[config.mk]
export PLATFORM = sky130hd
export DESIGN_NAME = tdm_demux_flat
export DESIGN_NICKNAME = d
export VERILOG_FILES = /design/src/rtl/tdm_demux_if.sv /design/src/rtl/tdm_demux.sv /design/src/flat_wrapper.sv
export SDC_FILE = /design/constraint.sdc
export NUM_CORES = 1
export LEC_CHECK = 0
export CAP_MARGIN = 0
export CORE_ASPECT_RATIO = 1.25
export CORE_MARGIN = 2
export CORE_UTILIZATION = 30
export CTS_BUF_LIST = sky130_fd_sc_hd__clkbuf_8 sky130_fd_sc_hd__clkbuf_16
export DETAILED_ROUTE_END_ITERATION = 8
export PLACE_DENSITY = 0.61
export SETUP_SLACK_MARGIN = 0.3
export SYNTH_ARGS = -nofsm -noshare
export SYNTH_HDL_FRONTEND = slang
export SYNTH_SLANG_ARGS = --single-unit
[constraint.sdc]
create_clock -name clk -period 1.5 [get_ports clk]
set_input_delay 0.15 -clock clk [delete_from_list [all_inputs] [get_ports clk]]
set_output_delay 0.15 -clock clk [all_outputs]
set_load 0.01 [all_outputs]
[src/rtl/tdm_demux_if.sv]
// Word-serial TDM stream in, per-lane registers and strobes out.
// TDM_DEMUX_PARITY_EN adds the in_parity / parity_err pair.
interface tdm_demux_if #(
  parameter int WIDTH = 8,
  parameter int LANES = 4
);
  logic [WIDTH-1:0]       in_data;
  logic                   in_valid;
  logic                   in_sync;
  logic [LANES*WIDTH-1:0] out_data;
  logic [LANES-1:0]       out_valid;
  logic                   frame_done;
  logic                   sync_err;
`ifdef TDM_DEMUX_PARITY_EN
  logic                   in_parity;
  logic                   parity_err;

  modport master (
    output in_data, in_valid, in_sync, in_parity,
    input  out_data, out_valid, frame_done, sync_err, parity_err
  );
  modport slave (
    input  in_data, in_valid, in_sync, in_parity,
    output out_data, out_valid, frame_done, sync_err, parity_err
  );
`else
  modport master (
    output in_data, in_valid, in_sync,
    input  out_data, out_valid, frame_done, sync_err
  );
  modport slave (
    input  in_data, in_valid, in_sync,
    output out_data, out_valid, frame_done, sync_err
  );
`endif
endinterface

[src/rtl/tdm_demux.sv]
// Time-division demultiplexer: locks to a frame-sync marker and routes each word to its lane.
// Optional even-parity checking is enabled with `define TDM_DEMUX_PARITY_EN.
module tdm_demux #(
  parameter int WIDTH = 8,
  parameter int LANES = 4
) (
  input logic       clk,
  input logic       rst,
  tdm_demux_if.slave bus
);
  localparam int SW = (LANES > 1) ? $clog2(LANES) : 1;
  localparam logic [SW-1:0] LAST_SLOT = SW'(LANES - 1);
  localparam logic [SW-1:0] ONE_SLOT  = SW'(1);

  typedef enum logic {HUNT, LOCKED} state_t;

  state_t                 state, state_n;
  logic [SW-1:0]          slot, slot_n;
  logic [LANES-1:0]       hit;
  logic [LANES-1:0]       valid_n, valid_q;
  logic [LANES*WIDTH-1:0] lanes_q;
  logic                   frame_n, frame_q;
  logic                   serr_n, serr_q;
  logic                   word_ok;

`ifdef TDM_DEMUX_PARITY_EN
  logic perr_n, perr_q;
  assign word_ok = ~^{bus.in_data, bus.in_parity};
  assign perr_n  = (|hit) & ~word_ok;
`else
  assign word_ok = 1'b1;
`endif

  // hit marks the lane this word targets; a parity-bad word still steers the slot
  // counter but its strobe is suppressed.
  always_comb begin
    state_n = state;
    slot_n  = slot;
    hit     = '0;
    frame_n = 1'b0;
    serr_n  = 1'b0;
    if (bus.in_valid) begin
      unique case (state)
        HUNT: begin
          if (bus.in_sync) begin
            hit[0] = 1'b1;
            if (word_ok) begin
              state_n = LOCKED;
              slot_n  = ONE_SLOT;
            end
          end
        end
        LOCKED: begin
          if (bus.in_sync && (slot != '0)) begin
            serr_n = 1'b1;
            hit[0] = 1'b1;
            slot_n = ONE_SLOT;
          end else begin
            hit[slot] = 1'b1;
            frame_n   = (slot == LAST_SLOT);
            slot_n    = (slot == LAST_SLOT) ? '0 : slot + ONE_SLOT;
          end
        end
        default: state_n = HUNT;
      endcase
    end
    valid_n = word_ok ? hit : '0;
  end

  always_ff @(posedge clk or posedge rst) begin
    if (rst) begin
      state <= HUNT;
      slot  <= '0;
    end else begin
      state <= state_n;
      slot  <= slot_n;
    end
  end

  always_ff @(posedge clk or posedge rst) begin
    if (rst) begin
      lanes_q <= '0;
      valid_q <= '0;
      frame_q <= 1'b0;
      serr_q  <= 1'b0;
    end else begin
      for (int unsigned k = 0; k < LANES; k++) begin
        if (valid_n[k]) lanes_q[k*WIDTH +: WIDTH] <= bus.in_data;
      end
      valid_q <= valid_n;
      frame_q <= frame_n;
      serr_q  <= serr_n;
    end
  end

`ifdef TDM_DEMUX_PARITY_EN
  always_ff @(posedge clk or posedge rst) begin
    if (rst) perr_q <= 1'b0;
    else     perr_q <= perr_n;
  end
  assign bus.parity_err = perr_q;
`endif

  assign bus.out_data   = lanes_q;
  assign bus.out_valid  = valid_q;
  assign bus.frame_done = frame_q;
  assign bus.sync_err   = serr_q;
endmodule

[src/flat_wrapper.sv]
// flat-port wrapper written by rule: the top's interface ports become plain ports
module tdm_demux_flat 
#(
  parameter int WIDTH = 8,
  parameter int LANES = 4
)
  (clk, rst, bus_in_data, bus_in_valid, bus_in_sync, bus_out_data, bus_out_valid, bus_frame_done, bus_sync_err);
  tdm_demux_if #(.WIDTH(WIDTH), .LANES(LANES)) bus_i ();
  input logic clk;
  input logic rst;
  input wire logic [$bits(bus_i.in_data)-1:0] bus_in_data;
  input wire logic [$bits(bus_i.in_valid)-1:0] bus_in_valid;
  input wire logic [$bits(bus_i.in_sync)-1:0] bus_in_sync;
  output wire logic [$bits(bus_i.out_data)-1:0] bus_out_data;
  output wire logic [$bits(bus_i.out_valid)-1:0] bus_out_valid;
  output wire logic [$bits(bus_i.frame_done)-1:0] bus_frame_done;
  output wire logic [$bits(bus_i.sync_err)-1:0] bus_sync_err;
  assign bus_i.in_data = bus_in_data;
  assign bus_i.in_valid = bus_in_valid;
  assign bus_i.in_sync = bus_in_sync;
  assign bus_out_data = bus_i.out_data;
  assign bus_out_valid = bus_i.out_valid;
  assign bus_frame_done = bus_i.frame_done;
  assign bus_sync_err = bus_i.sync_err;
  tdm_demux #(.WIDTH(WIDTH), .LANES(LANES)) u_core (.clk(clk), .rst(rst), .bus(bus_i));
endmodule
* Word level (Yosys, flattened, before mapping)
Cells that the tools add are included.
Word-level totals: register bits after elaboration 41, input port bits 12
Cells by class: add/subtract/negate cells 1, order comparisons 2, eq/ne operators 2, muxes and demuxes 19, bitwise operators 1, reduce and logical (&&, ||, !) cells 4
Operator list (number):
- two-way mux 1 bit | 10
- two-way mux 2 bit | 3
- two-way mux 3 bit | 2
- two-way mux 4 bit | 1
- one-hot mux 2 bit (2 select lines) | 1
- < comparator 2 x 3 -> 1 bit, second input constant | 1
- adder 2 x 1 -> 2 bit, second input constant | 1
- demux 1 bit (select 2 bit) | 1
- equality test 2 bit, second input constant | 1
- >= comparator 2 x 1 -> 1 bit, second input constant | 1
- logical AND 1 bit | 2
- inequality test 2 bit, second input constant | 1
- one-hot mux 1 bit (2 select lines) | 1
- AND reduction 2 bit | 1
- nonzero test 2 bit | 1
- NOT 1 bit | 1

* Logic depth before layout (Yosys ltp)
Gate-level depths: netlist of run 1.
word-level depth 7, gate-level depth with buffers 7, depth with buffers taken out 6

* Worst setup path after synthesis of run 1
No wires, ideal clock.
path type register to register, start point reg u_core.slot[0], end point reg u_core.lanes_q[10] (netlist: u_core.bus.out_data[10]), arrival 1.457 ns, path slack -0.082 ns, cell stages (with the launch flop) 8, period minus slack after synthesis 1.582 ns, cells stage by stage dfrtp_1 -> inv_1 -> ha_1 -> nand2b_1 -> buf_2 -> nand3_4 -> inv_2 -> mux2_2
Between the ends: cells in the longest elaborated chain, start to end 7
Ends and longest elaborated chain:
- from (decl) | line tdm_demux.sv:18 | logic [SW-1:0] slot, slot_n;
- from (signal assigned) | line tdm_demux.sv:76 | slot <= slot_n;
- < comparator 2 x 3 -> 1 bit (not written as such) / >= comparator 2 x 1 -> 1 bit (equally long branches) | line tdm_demux.sv:59 | hit[slot] = 1'b1;
- logical AND 1 bit (not written as such) | line tdm_demux.sv:59
- two-way mux 1 bit (not written as such) | line tdm_demux.sv:59
- demux 1 bit (select 2 bit)
- two-way mux 3 bit * | line tdm_demux.sv:54 | if (bus.in_sync && (slot != '0)) begin
- two-way mux 3 bit * | line tdm_demux.sv:43 | unique case (state)
- two-way mux 4 bit * | line tdm_demux.sv:42 | if (bus.in_valid) begin
- via u_core.hit[1] | line tdm_demux.sv:19 | logic [LANES-1:0] hit;
- to (signal, indexed assignment) | line tdm_demux.sv:88 | if (valid_n[k]) lanes_q[k*WIDTH +: WIDTH] <= bus.in_data;
- to (decl) | line tdm_demux.sv:21 | logic [LANES*WIDTH-1:0] lanes_q;
Mark *: on every way through the listed nets, which the timed path passes. The rest lies on a longest branch. A chain may end at the register's enable or synchronous reset.

* Worst setup path after layout of run 1
start point reg u_core.slot[1], end point reg u_core.lanes_q[15] (netlist: u_core.bus.out_data[15])
Between the ends: cells in the longest elaborated chain, start to end 7
Ends and longest elaborated chain (line):
- < comparator 2 x 3 -> 1 bit (not written as such) / >= comparator 2 x 1 -> 1 bit (equally long branches) | tdm_demux.sv:59
- logical AND 1 bit (not written as such) | tdm_demux.sv:59
- two-way mux 1 bit (not written as such) | tdm_demux.sv:59
- demux 1 bit (select 2 bit)
- two-way mux 3 bit * | tdm_demux.sv:54
- two-way mux 3 bit * | tdm_demux.sv:43
- two-way mux 4 bit * | tdm_demux.sv:42
Mark *: on every way between the ends. The rest lies on a longest branch, timed or not.

==> results_dict.tcl, run 1 <==
set metrics [dict create \
    r2r.worst_path.cells 6 \
    ff2ff_setup_slack_ns 0.03 \
    crit_slowest_cell "dfrtp_1" \
    htree_levels 2 \
    synth.top_cell.area_share 0.627 \
    synth_area_per_cell_um2 15.5 \
    antenna_found_initial 0 \
    yosys_warnings 0 \
    power_density_mw_per_mm2 1820 \
    worstSetupEndpointType "flop" \
    antenna-diode-count 0 \
    final_cell_mix "dfrtp_1, dlygate4sd2_1, mux2_2" \
    cp_max_fo 4 \
    synth_area_leader_cell "dfrtp_1" \
    dr_total_vias 1021 \
    drc 0 \
    hold_viol_final 0 \
    ys.flop_type "dfrtp_1" \
    drive_above_1_share 0.386 \
    synth.distinct_cells 20 \
    syn_nets 119 \
    die_w_um 69.2 \
    grt_pass1_wl_um 6180 \
    drt-total-wl_um 3590 \
    maxSlewViolCount 0 \
    min_period_over_period 0.977 \
    firstDrtPassIters 3 \
    netlist_area_mm2 0.00160 \
    portBuffers 49 \
    numCtsBuffers 5 \
    place_area_mm2 0.00226 \
    overflow 0 \
    clk_latency_ns 0.28 \
    ys_ff_latch 40 \
    power_leakage_nw 1.17 \
    cts_buffer_depth 2 \
    cts.sinks 40 \
    ant_nets 0 \
    worst_pin_slew_ns 0.369 \
    critPathKind "flop to flop" \
    setup_viol 0 \
    post_drt_via_cell_ratio 4.38 \
    power_mw 4.37 \
    max_freq_mhz 682 \
    grt_use_total 0.137 \
    finalNonFillerCells 233 \
    gp_congestion 0.725 \
    crit_chain "inv_2, ha_4, nand2b_4, nand3_4, buf_6, mux2_2" \
    drt_iter0_markers 41 \
    grt_max_degree 41 \
    slowest_delay_ns 0.38 \
    crit_family "flip-flops" \
    synth_async_sr_flop_share 1.00 \
    final_util 0.470 \
    r2r_start "u_core.slot[1]$_DFFE_PP0P_" \
    synth_area_leaders "dfrtp_1, mux2_2, nand3_4, ha_1, inv_1" \
    die_h_um 85.5 \
    place_hpwl_um 2540 \
    cp.required_ns 1.68 \
    cts_root_buf "clkbuf_8" \
    r2r-end "u_core.bus.out_data[15]$_DFFE_PP0P_" \
    cp.arrival_ns 1.64 \
    area_growth_pct 50.7 \
    synth_cells 103 \
    start_util 0.312 \
    core-area_mm2 0.00512 \
    final_area_mm2 0.00240 \
    min_period_ns 1.47 \
    clk_pin_slew_ns 0.07 \
    holdCritPathClass "input pin to asynchronous set/reset pin" \
    die-area_mm2 0.00592 \
    cp-start-kind "flop" \
    synth_edf_count 0 \
    rsz0062_at_grt "true" \
    num_io_pins 50 \
    peakVddDrop_v 0.000797 \
    cp-startpoint "u_core.slot[1]$_DFFE_PP0P_" \
    wl_per_cell_um 15.4 \
    cap_violations 0 \
    status "finished clean" \
    skew_ns 0.00167 \
    maxSlewHeadroom 0.754 \
    cts_tree "yes" \
    nets 186 \
    num_rows 29 \
    dp.cells 223 \
    timing.critical_path.buf_inv 2 \
    layout_commonest_cell "dfrtp_1" \
    grt_pass1_vias 1125 \
    seq_area_frac_synth 0.627 \
]
## per-layer routing
layer	track usage	wire length, um
met5	0	0
met2	0.240	1970
met4	0.0535	70
met1	0.161	1420
met3	0.0353	131
## tightest hold or removal path: cells and delay by family
family | cells | cell delay, ns
buffers and inverters | 3 | 0.73
## through the flow
stage | setup TNS (ns) | worst slack, ns | hold WS, ns
after floorplan | -0.156 | -0.0138 | 0.263
after global placement | -3.58 | -0.180 | 0.487
after detailed placement | -4.13 | -0.202 | 0.492
after CTS | 0 | 0.0498 | 0.231
after global routing | -0.101 | -0.0172 | 0.260
final | 0 | 0.0343 | 0.227
## cell families (layout without fill, tap and decap cells)
group | count (synthesis) | after routing | share of synthesized area
AO/OA/AOI/OAI | 6 | 6 | 0.0274
adder cells (fa/ha/maj) | 4 | 4 | 0.0314
buffers and inverters | 11 | 78 | 0.0337
flip-flops | 40 | 40 | 0.627
multiplexers | 32 | 32 | 0.226
AND/OR/NAND/NOR | 10 | 11 | 0.0541
## how the worst max path moves through the flow
stage | cells after the start | slack, ns | endpoint
after floorplan | 7 | -0.01 | u_core.bus.out_data[21]$_DFFE_PP0P_
after CTS | 6 | 0.05 | u_core.bus.out_data[15]$_DFFE_PP0P_
after detailed placement | 5 | -0.20 | u_core.bus.out_data[12]$_DFFE_PP0P_
after global placement | 5 | -0.18 | u_core.bus.out_data[8]$_DFFE_PP0P_
final | 6 | 0.03 | u_core.bus.out_data[15]$_DFFE_PP0P_
after global routing | 6 | -0.02 | u_core.bus.out_data[18]$_DFFE_PP0P_
## cell type report
type	instances	area, um2
Inverter	8	37.5
Clock inverter	3	38.8
Clock buffer	5	68.8
Multi-Input combinational cell	53	609
Timing Repair Buffer	62	572
Sequential cell	40	1000
Fill cell	472	2710
Tap cell	62	77.6
## state kept, by name (all words and copies together), names as in the netlist
register / cells
u_core.bus.frame_done: 1
u_core.bus.out_valid: 3
u_core.bus.out_data: 32
u_core.slot: 2
u_core.state: 1
u_core.bus.sync_err: 1
## timing repair
| action | CTS | global route |
|---|---|---|
| hold buffers | 0 | 0 |
| setup endpoints to repair | 72 | 35 |
| buffers inserted | 1 | 0 |
| pin swaps | 4 | 0 |
| cloned | 1 | 0 |
| gates resized for setup | 59 | 0 |
## Yosys cell counts, drive strengths merged (3+ instances only)
cell type,number
ha,4
nand3,3
nand2,3
buf,3
dfrtp,40
inv,8
mux2,32
## report_power, final
part	internal (mW)	switching (mW)
registers	1.51	0.212
clock network	0.487	0.351
logic	1.04	0.773
(Power assumes the default switching activity.)
==> run 2, diff against run 1 <==
--- a/config.mk
+++ b/config.mk
@@ -6,7 +6,7 @@
 export NUM_CORES = 1
 export LEC_CHECK = 0
 export CAP_MARGIN = 0
-export CORE_ASPECT_RATIO = 1.25
+export CORE_ASPECT_RATIO = 1.75
 export CORE_MARGIN = 2
 export CORE_UTILIZATION = 30
 export CTS_BUF_LIST = sky130_fd_sc_hd__clkbuf_8 sky130_fd_sc_hd__clkbuf_16
==> constraint.sdc (replaced) <==
create_clock -name clk -period 1.5 [get_ports clk]
set_input_delay 0.15 -clock clk [delete_from_list [all_inputs] [get_ports clk]]
set_output_delay 0.15 -clock clk [all_outputs]
set_load 0.02 [all_outputs]
==> run 2 against run 1 <==
Against the previous run: critical path type unchanged; first-iteration DRC count fell by 24%; cell area grew 1.9%; clock skew rose by 0.0082 ns; die area rose by 0.32%; clock-buffer cell count increased by 2; global-route usage rose by 0.24 points; utilization about the same; via count up 6.5%; register-to-register slack barely moved; routed wire length rose by 8.1%; sequential cell count unchanged.
==> results_dict.tcl, run 2 (synthesis gave the netlist of run 1 again) <==
set metrics [dict create \
    status "finished clean" \
    wl_per_cell_um 16.9 \
    largest_reg_flops 32 \
    maxSlewHeadroom 0.822 \
    portBuffers 49 \
    critPathKind "flop to flop" \
    multi_input_area_um2 637 \
    drt_iter0_markers 31 \
    cts_tree "yes" \
    worstSetupEndpointType "flop" \
    drive_above_1_share 0.423 \
    drc 0 \
    cp.arrival_ns 1.63 \
    fillers 487 \
    worstSetupEndpoint "u_core.bus.out_data[10]$_DFFE_PP0P_" \
    min_period_ns 1.46 \
    power_density_mw_per_mm2 1920 \
    cp.required_ns 1.67 \
    worst_pin_slew_ns 0.265 \
    gp_congestion 0.680 \
    drt-total-wl_um 3880 \
    peakVddDrop_v 0.000847 \
    power_mw 4.71 \
    max_freq_mhz 687 \
    skew_ns 0.00982 \
    die_w_um 59.1 \
    nets 191 \
    grt_max_degree 41 \
    holdCritPathClass "input pin to asynchronous set/reset pin" \
    antenna_found_initial 0 \
    overflow 0 \
    cp-startpoint "u_core.slot[1]$_DFFE_PP0P_" \
    r2r.worst_path.cells 6 \
    ant_nets 0 \
    grt_pass1_wl_um 6110 \
    r2r_start "u_core.slot[1]$_DFFE_PP0P_" \
    setup_viol 0 \
    dr_total_vias 1087 \
    cts.sinks 40 \
    min_period_over_period 0.971 \
    htree_levels 2 \
    cp-start-kind "flop" \
    numCtsBuffers 5 \
    maxSlewViolCount 0 \
    grt_pass1_vias 1184 \
    num_io_pins 50 \
    hold_viol_final 0 \
    setup_tns_ns 0 \
    core-area_mm2 0.00521 \
    grt_use_total 0.139 \
    place_hpwl_um 2670 \
    cts.hold.buffers_added 0 \
    cts_buffer_depth 2 \
    r2r-end "u_core.bus.out_data[10]$_DFFE_PP0P_" \
    die_h_um 100 \
    num_rows 35 \
    ff2ff_setup_slack_ns 0.04 \
    cap_violations 0 \
    seq_area_mm2 0.00100 \
    clk_pin_slew_ns 0.08 \
    final_cell_mix "dfrtp_1, dlygate4sd2_1, mux2_2" \
    power_leakage_nw 1.20 \
    rsz0062_at_grt "true" \
    start_util 0.306 \
    cp_max_fo 6 \
    clk_latency_ns 0.29 \
    post_drt_via_cell_ratio 4.73 \
    layout_commonest_cell "dfrtp_1" \
    cts_root_buf "clkbuf_8" \
    antenna-diode-count 0 \
    area_growth_pct 53.6 \
    die-area_mm2 0.00594 \
    firstDrtPassIters 4 \
]
==> run 2: cell types whose count changed in the layout (fill, tap and decap cells not counted), sizes merged <==
cell | before | now
buf | 13 | 18
bufinv | 1 | 0
clkbuf | 5 | 7
clkinv | 1 | 0
inv | 9 | 8
==> run 2: worst min path at each step <==
| stage | from | cells past startpoint | end | slack, ns |
|---|---|---|---|---|
| 6_report | rst | 3 | u_core.bus.out_data[25]$_DFFE_PP0P_ | 0.20 |
| 5_1_grt | rst | 3 | u_core.bus.out_valid[0]$_DFF_PP0_ | 0.23 |
| 4_1_cts | rst | 3 | u_core.bus.out_data[29]$_DFFE_PP0P_ | 0.21 |
| 3_5_place_dp | u_core.bus.out_data[2]$_DFFE_PP0P_ | 1 | u_core.bus.out_data[2]$_DFFE_PP0P_ | 0.49 |
| 3_3_place_gp | u_core.bus.out_data[15]$_DFFE_PP0P_ | 1 | u_core.bus.out_data[15]$_DFFE_PP0P_ | 0.49 |
| 2_1_floorplan | bus_in_valid | 2 | u_core.state$_DFFE_PP0P_ | 0.26 |
==> run 2: layer usage <==
metal / vias to the layer above / global-route usage / share of wire
li1: 493 / - / -
met1: 552 / 0.154 / 0.37
met2: 34 / 0.244 / 0.56
met3: 8 / 0.0359 / 0.038
met4: 0 / 0.0594 / 0.028
met5: - / 0 / 0
==> run 2: area by class of cell <==
type,instances,share of cell area
Timing Repair Buffer,67,0.249
Inverter,8,0.0153
Sequential cell,40,0.409
Multi-Input combinational cell,53,0.260
Tap cell,55,0.0281
Clock buffer,7,0.0393
==> run 2: through the flow <==
step	hold WS [ns]	std cells	utilization	worst slack (ns)	cell area (um2)
4_1_cts	0.214	227	0.463	0.0542	2410
5_1_grt	0.231	230	0.470	0.00432	2450
2_1_floorplan	0.263	103	-	-0.0138	1620
3_5_place_dp	0.493	217	0.433	-0.208	2260
3_3_place_gp	0.488	217	0.433	-0.193	2260
6_report	0.204	230	0.470	0.0437	2450
==> run 2: critical path: stages (launching register included) <==
cell,delay (ns)
dfrtp_1,0.39
inv_2,0.09
ha_4,0.13
nand2b_4,0.18
nand3_4,0.12
inv_8,0.12
mux2_4,0.30
==> run 2: where the power goes <==
group          switching (mW)  internal (mW)  leakage (nW)
combinational            1.13           1.10         0.667
sequential              0.206           1.51         0.481
clock                   0.352          0.409        0.0503
total                    1.69           3.02          1.20
==> run 2: what timing repair did <==
action | in CTS | in global routing
cloned | 1 | 0
pin swaps | 6 | 1
hold endpoints to repair | 0 | 0
buffers inserted | 2 | 3
endpoints found under the setup margin | 71 | 34
resized for setup | 61 | 4
==> run 3, diff against run 2 <==
--- a/config.mk
+++ b/config.mk
@@ -12,7 +12,7 @@
 export CTS_BUF_LIST = sky130_fd_sc_hd__clkbuf_8 sky130_fd_sc_hd__clkbuf_16
 export DETAILED_ROUTE_END_ITERATION = 8
 export PLACE_DENSITY = 0.61
-export SETUP_SLACK_MARGIN = 0.3
+export SETUP_SLACK_MARGIN = 0.5
 export SYNTH_ARGS = -nofsm -noshare
 export SYNTH_HDL_FRONTEND = slang
 export SYNTH_SLANG_ARGS = --single-unit
==> run 3 against run 2 <==
Against the previous run: fmax is 1.4% lower; register-to-register slack worse by 0.02 ns; sequential power is 5% higher; cell count is 3.5% higher; sequential cell count stayed put; via count is 4.0% higher; global-route usage is 0.98 points higher; highest routed layer unchanged.
==> results_dict.tcl, run 3 (synthesis gave the netlist of run 1 again) <==
set metrics [dict create \
    status "finished clean" \
    power_leakage_nw 1.22 \
    seqPwrFrac 0.347 \
    timing.critical_path.buf_inv 2 \
    gp_congestion 0.720 \
    cts.hold.buffers_added 0 \
    maxSlewViolCount 0 \
    switchingPower_mw 1.85 \
    fillers 474 \
    peakVddDrop_v 0.000733 \
    area_growth_pct 58.7 \
    finalNonFillerCells 238 \
    r2r_start "u_core.slot[0]$_DFFE_PP0P_" \
    post_drt_via_cell_ratio 4.75 \
    power_density_mw_per_mm2 2060 \
    cts_root_buf "clkbuf_8" \
    grt_use_total 0.149 \
    drt_iter0_markers 37 \
    htree_levels 2 \
    wl_per_cell_um 17.1 \
    clk_latency_ns 0.29 \
    grt_pass1_vias 1235 \
    skew_ns 0.00274 \
    r2r-end "u_core.bus.out_data[20]$_DFFE_PP0P_" \
    cp.required_ns 1.68 \
    start_util 0.306 \
    firstDrtPassIters 3 \
    min_period_over_period 0.985 \
    die-area_mm2 0.00594 \
    crit_family "flip-flops" \
    combPwrFrac 0.512 \
    cp.arrival_ns 1.66 \
    clockPowerShare 0.141 \
    p_sw_frac 0.355 \
    dpl_worst_slack_ns -0.211 \
    largest_reg_flops 32 \
    ff2ff_setup_slack_ns 0.02 \
    drt-total-wl_um 4070 \
    cts.sinks 40 \
    worstSetupEndpointType "flop" \
    core-area_mm2 0.00521 \
    cap_violations 0 \
    cp-start-kind "flop" \
    grt_max_degree 41 \
    numCtsBuffers 5 \
    drive_above_1_share 0.661 \
    slowest_delay_ns 0.38 \
    grt_pass1_wl_um 6470 \
    cp_max_fo 4 \
    max_freq_mhz 677 \
    overflow 0 \
    layout_commonest_cell "dfrtp_1" \
    nets 198 \
    antenna-diode-count 0 \
    setup_viol 0 \
    cts_tree "yes" \
    p_int_mw 3.36 \
    rsz0062_at_grt "true" \
    place_hpwl_um 2920 \
    hold_viol_final 0 \
    num_rows 35 \
    maxSlewHeadroom 0.821 \
    worst_pin_slew_ns 0.266 \
    final_cell_mix "dfrtp_1, buf_6, mux2_2" \
    num_io_pins 50 \
    holdCritPathClass "input pin to asynchronous set/reset pin" \
    die_w_um 59.1 \
    die_h_um 100 \
    drc 0 \
    r2r.worst_path.cells 6 \
    clk_pin_slew_ns 0.08 \
    crit_chain "inv_2, ha_4, nand2b_4, nand3_4, buf_6, mux2_2" \
    ant_nets 0 \
    antenna_found_initial 0 \
    crit_slowest_cell "dfrtp_1" \
    dp.cells 217 \
    postLayoutSetupSlackWorst_ns 0.0226 \
    cts_buffer_depth 2 \
    critPathKind "flop to flop" \
    portBuffers 49 \
    dr_total_vias 1131 \
    min_period_ns 1.48 \
]
## run 3: final cells by class
type	count	area, um2	share of cell area
clock buffers	6	82.6	0.0326
clock inverters	2	10.0	0.00395
inverters	8	43.8	0.0173
multi-input cells	53	642	0.253
flip-flops and latches	40	1000	0.395
well taps	55	68.8	0.0272
repair buffers	74	684	0.270
## run 3: per-stage QoR
stage                     TNS (ns)  hold slack (ns)  power (mW)  cell area, um2   util
final                            0            0.240        5.21            2530  0.486
after global routing        -0.190            0.272        5.48            2530  0.486
after global placement       -3.63            0.490        4.00            2260  0.434
after floorplan             -0.156            0.129        2.92            1620      -
after detailed placement     -4.60            0.497        4.09            2260  0.434
after CTS                        0            0.258        4.80            2350  0.450
## run 3: worst max path at each step
| stage | start | end | slack (ns) | cells after the start |
|---|---|---|---|---|
| floorplan | u_core.slot[0]$_DFFE_PP0P_ | u_core.bus.out_data[21]$_DFFE_PP0P_ | -0.01 | 7 |
| global placement | bus_in_valid | u_core.bus.out_data[9]$_DFFE_PP0P_ | -0.18 | 5 |
| detailed placement | bus_in_valid | u_core.bus.out_data[11]$_DFFE_PP0P_ | -0.21 | 5 |
| CTS | u_core.slot[0]$_DFFE_PP0P_ | u_core.bus.out_data[13]$_DFFE_PP0P_ | 0.04 | 6 |
| global route | u_core.slot[1]$_DFFE_PP0P_ | u_core.bus.out_data[28]$_DFFE_PP0P_ | -0.03 | 6 |
| finish | u_core.slot[0]$_DFFE_PP0P_ | u_core.bus.out_data[20]$_DFFE_PP0P_ | 0.02 | 6 |
## run 3: worst min-delay path, delay by kind of cell
kind	cells	cell delay, ns
buffers and inverters	3	0.76
## run 3: repair_timing
| item | CTS | global route |
|---|---|---|
| endpoints found under the setup margin | 77 | 67 |
| resized for setup | 192 | 43 |
| gates cloned | 1 | 0 |
| endpoints found under the hold margin | 0 | 0 |
| buffers inserted | 4 | 8 |
| pin swaps | 4 | 2 |
## run 3: power groups by stage
stage	registers, mW	clock network, mW	logic (mW)
after floorplan	2.25	0	0.667
after global placement	1.76	0	2.24
after detailed placement	1.78	0	2.31
after CTS	1.77	0.759	2.27
after global routing	1.85	0.798	2.82
final	1.81	0.734	2.67
## run 3: layer usage
metal / GRT usage / vias to the layer above / wire, um
met5: 0 / - / 0
met1: 0.157 / 585 / 1420
met3: 0.0244 / 8 / 144
met4: 0.0734 / 0 / 110
met2: 0.274 / 29 / 2400
li1: - / 509 / -
==> RTL change (config.mk and constraints of run 3) <==
`LANES` is set to 4 in 3 places; all go to 2.
--- a/src/rtl/tdm_demux_if.sv
+++ b/src/rtl/tdm_demux_if.sv
@@ -2,7 +2,7 @@
 // TDM_DEMUX_PARITY_EN adds the in_parity / parity_err pair.
 interface tdm_demux_if #(
   parameter int WIDTH = 8,
-  parameter int LANES = 4
+  parameter int LANES = 2
 );
   logic [WIDTH-1:0]       in_data;
   logic                   in_valid;
--- a/src/rtl/tdm_demux.sv
+++ b/src/rtl/tdm_demux.sv
@@ -2,7 +2,7 @@
 // Optional even-parity checking is enabled with `define TDM_DEMUX_PARITY_EN.
 module tdm_demux #(
   parameter int WIDTH = 8,
-  parameter int LANES = 4
+  parameter int LANES = 2
 ) (
   input logic       clk,
   input logic       rst,
--- a/src/flat_wrapper.sv
+++ b/src/flat_wrapper.sv
@@ -2,7 +2,7 @@
 module tdm_demux_flat 
 #(
   parameter int WIDTH = 8,
-  parameter int LANES = 4
+  parameter int LANES = 2
 )
   (clk, rst, bus_in_data, bus_in_valid, bus_in_sync, bus_out_data, bus_out_valid, bus_frame_done, bus_sync_err);
   tdm_demux_if #(.WIDTH(WIDTH), .LANES(LANES)) bus_i ();
Ports: changed (resized bus_out_data and bus_out_valid); port bits go from 50 to 32. No check against the original RTL was run, so the function may have changed too.
==> RTL change against run 3 <==
Design area decreased by 51%; worst setup slack improved by 0.19 ns; sequential cell count is 19 lower; cell count decreased by 48%; synthesized area fell by 48%; die area is 45% lower; wire length decreased by 60%; power decreased by 68%; critical path type unchanged; highest routed layer unchanged.
==> RTL change: results (changes against run 3) <==
Place WS: 0.0284 ns (was -0.211 ns)
hpwl dp: 1.21 mm (was 2.92 mm)
DP Area: 1220 sq um (was 2260 sq um)
vias in the first global route: 568 (was 1235)
peak supply drop: 0.000596 V (was 0.000733 V)
max reg flops: 16 (was 32)
Avg Vias per Cell: 4.46 (was 4.75)
flop-to-flop setup slack: 0.21 ns (was 0.02 ns)
sequential cell fraction of total power: 45.1% (was 34.7%)
top cells by count, synth: dfrtp_1, mux2_2, mux2_4 (was dfrtp_1, mux2_2, inv_1)
CP Capture Point: u_core.bus.out_data[0]$_DFFE_PP0P_ (was u_core.bus.out_data[20]$_DFFE_PP0P_)
worst r2r src: u_core.state$_DFFE_PP0P_ (was u_core.slot[0]$_DFFE_PP0P_)
Rel. slew slack: 82.5% (was 82.1%)
CP max stage delay: 0.41 ns (was 0.38 ns)
status: finished, final reports clean (unchanged)
1st-iter DRT viols: 10 (was 37)
Total GRT Usage: 11.4% (was 14.9%)
GP Congestion: 0.666 (was 0.720)
Combinational Power Share: 33.5% (was 51.2%)
RR Endpoint: u_core.bus.out_data[0]$_DFFE_PP0P_ (was u_core.bus.out_data[20]$_DFFE_PP0P_)
ratio of cells with drive above 1 in the final layout: 58.3% (was 66.1%)
fin nets: 109 (was 198)
Pre-Repair DR Iteration Count: 4 (was 3)
Syn Std Cell Area: 837 sq um (was 1600 sq um)
largest net degree at the start of global routing: 22 (was 41)
Seq/Total Area, Yosys: 62.8% (was 62.7%)
-- RTL change: per-layer routing --
layer / vias to the layer above / global-route usage (%) / part of all wire, %
li1: 261 / - / -
met1: 268 / 14.4 / 38
met2: 17 / 18.5 / 55
met3: 2 / 1.72 / 6.2
met4: 0 / 6.06 / 1.0
met5: - / 0 / 0
-- RTL change: area by class of cell --
cell class,count,area (sq um)
Clock buffer,3,41.3
Fill cell,253,1450
Inverter,4,22.5
Multi-Input combinational cell,25,300
Clock inverter,1,3.75
Tap cell,27,33.8
Timing Repair Buffer,42,313
Sequential cell,21,527
-- RTL change: kinds of logic after synthesis --
group	count (synthesis)	share of synthesized area [%]
flops	21	62.8
mux	16	25.1
simple gates	7	5.98
buf+inv	5	3.29
compound gates	2	2.84
-- RTL change: through the flow --
stage,std cells,hold WS [ns]
after global routing,123,0.244
final,123,0.229
after global placement,113,0.487
after detailed placement,113,0.492
after floorplan,51,0.127
after CTS,119,0.237
-- RTL change: what timing repair did --
item                                    in CTS  in global routing
resized for setup                           81                  7
pin swaps                                    1                  0
setup buffers                                2                  4
endpoints found under the setup margin      38                 21
-- RTL change: worst min-delay path by stage --
stage                                        startpoint                             endpoint  slack (ns)
finish                                              rst   u_core.bus.out_data[2]$_DFFE_PP0P_        0.23
global route                                        rst  u_core.bus.out_data[10]$_DFFE_PP0P_        0.24
CTS                                                 rst              u_core.slot$_DFFE_PP0P_        0.24
detailed placement  u_core.bus.out_data[13]$_DFFE_PP0P_  u_core.bus.out_data[13]$_DFFE_PP0P_        0.49
global placement     u_core.bus.out_data[1]$_DFFE_PP0P_   u_core.bus.out_data[1]$_DFFE_PP0P_        0.49
floorplan                                           rst      u_core.bus.frame_done$_DFF_PP0_        0.13
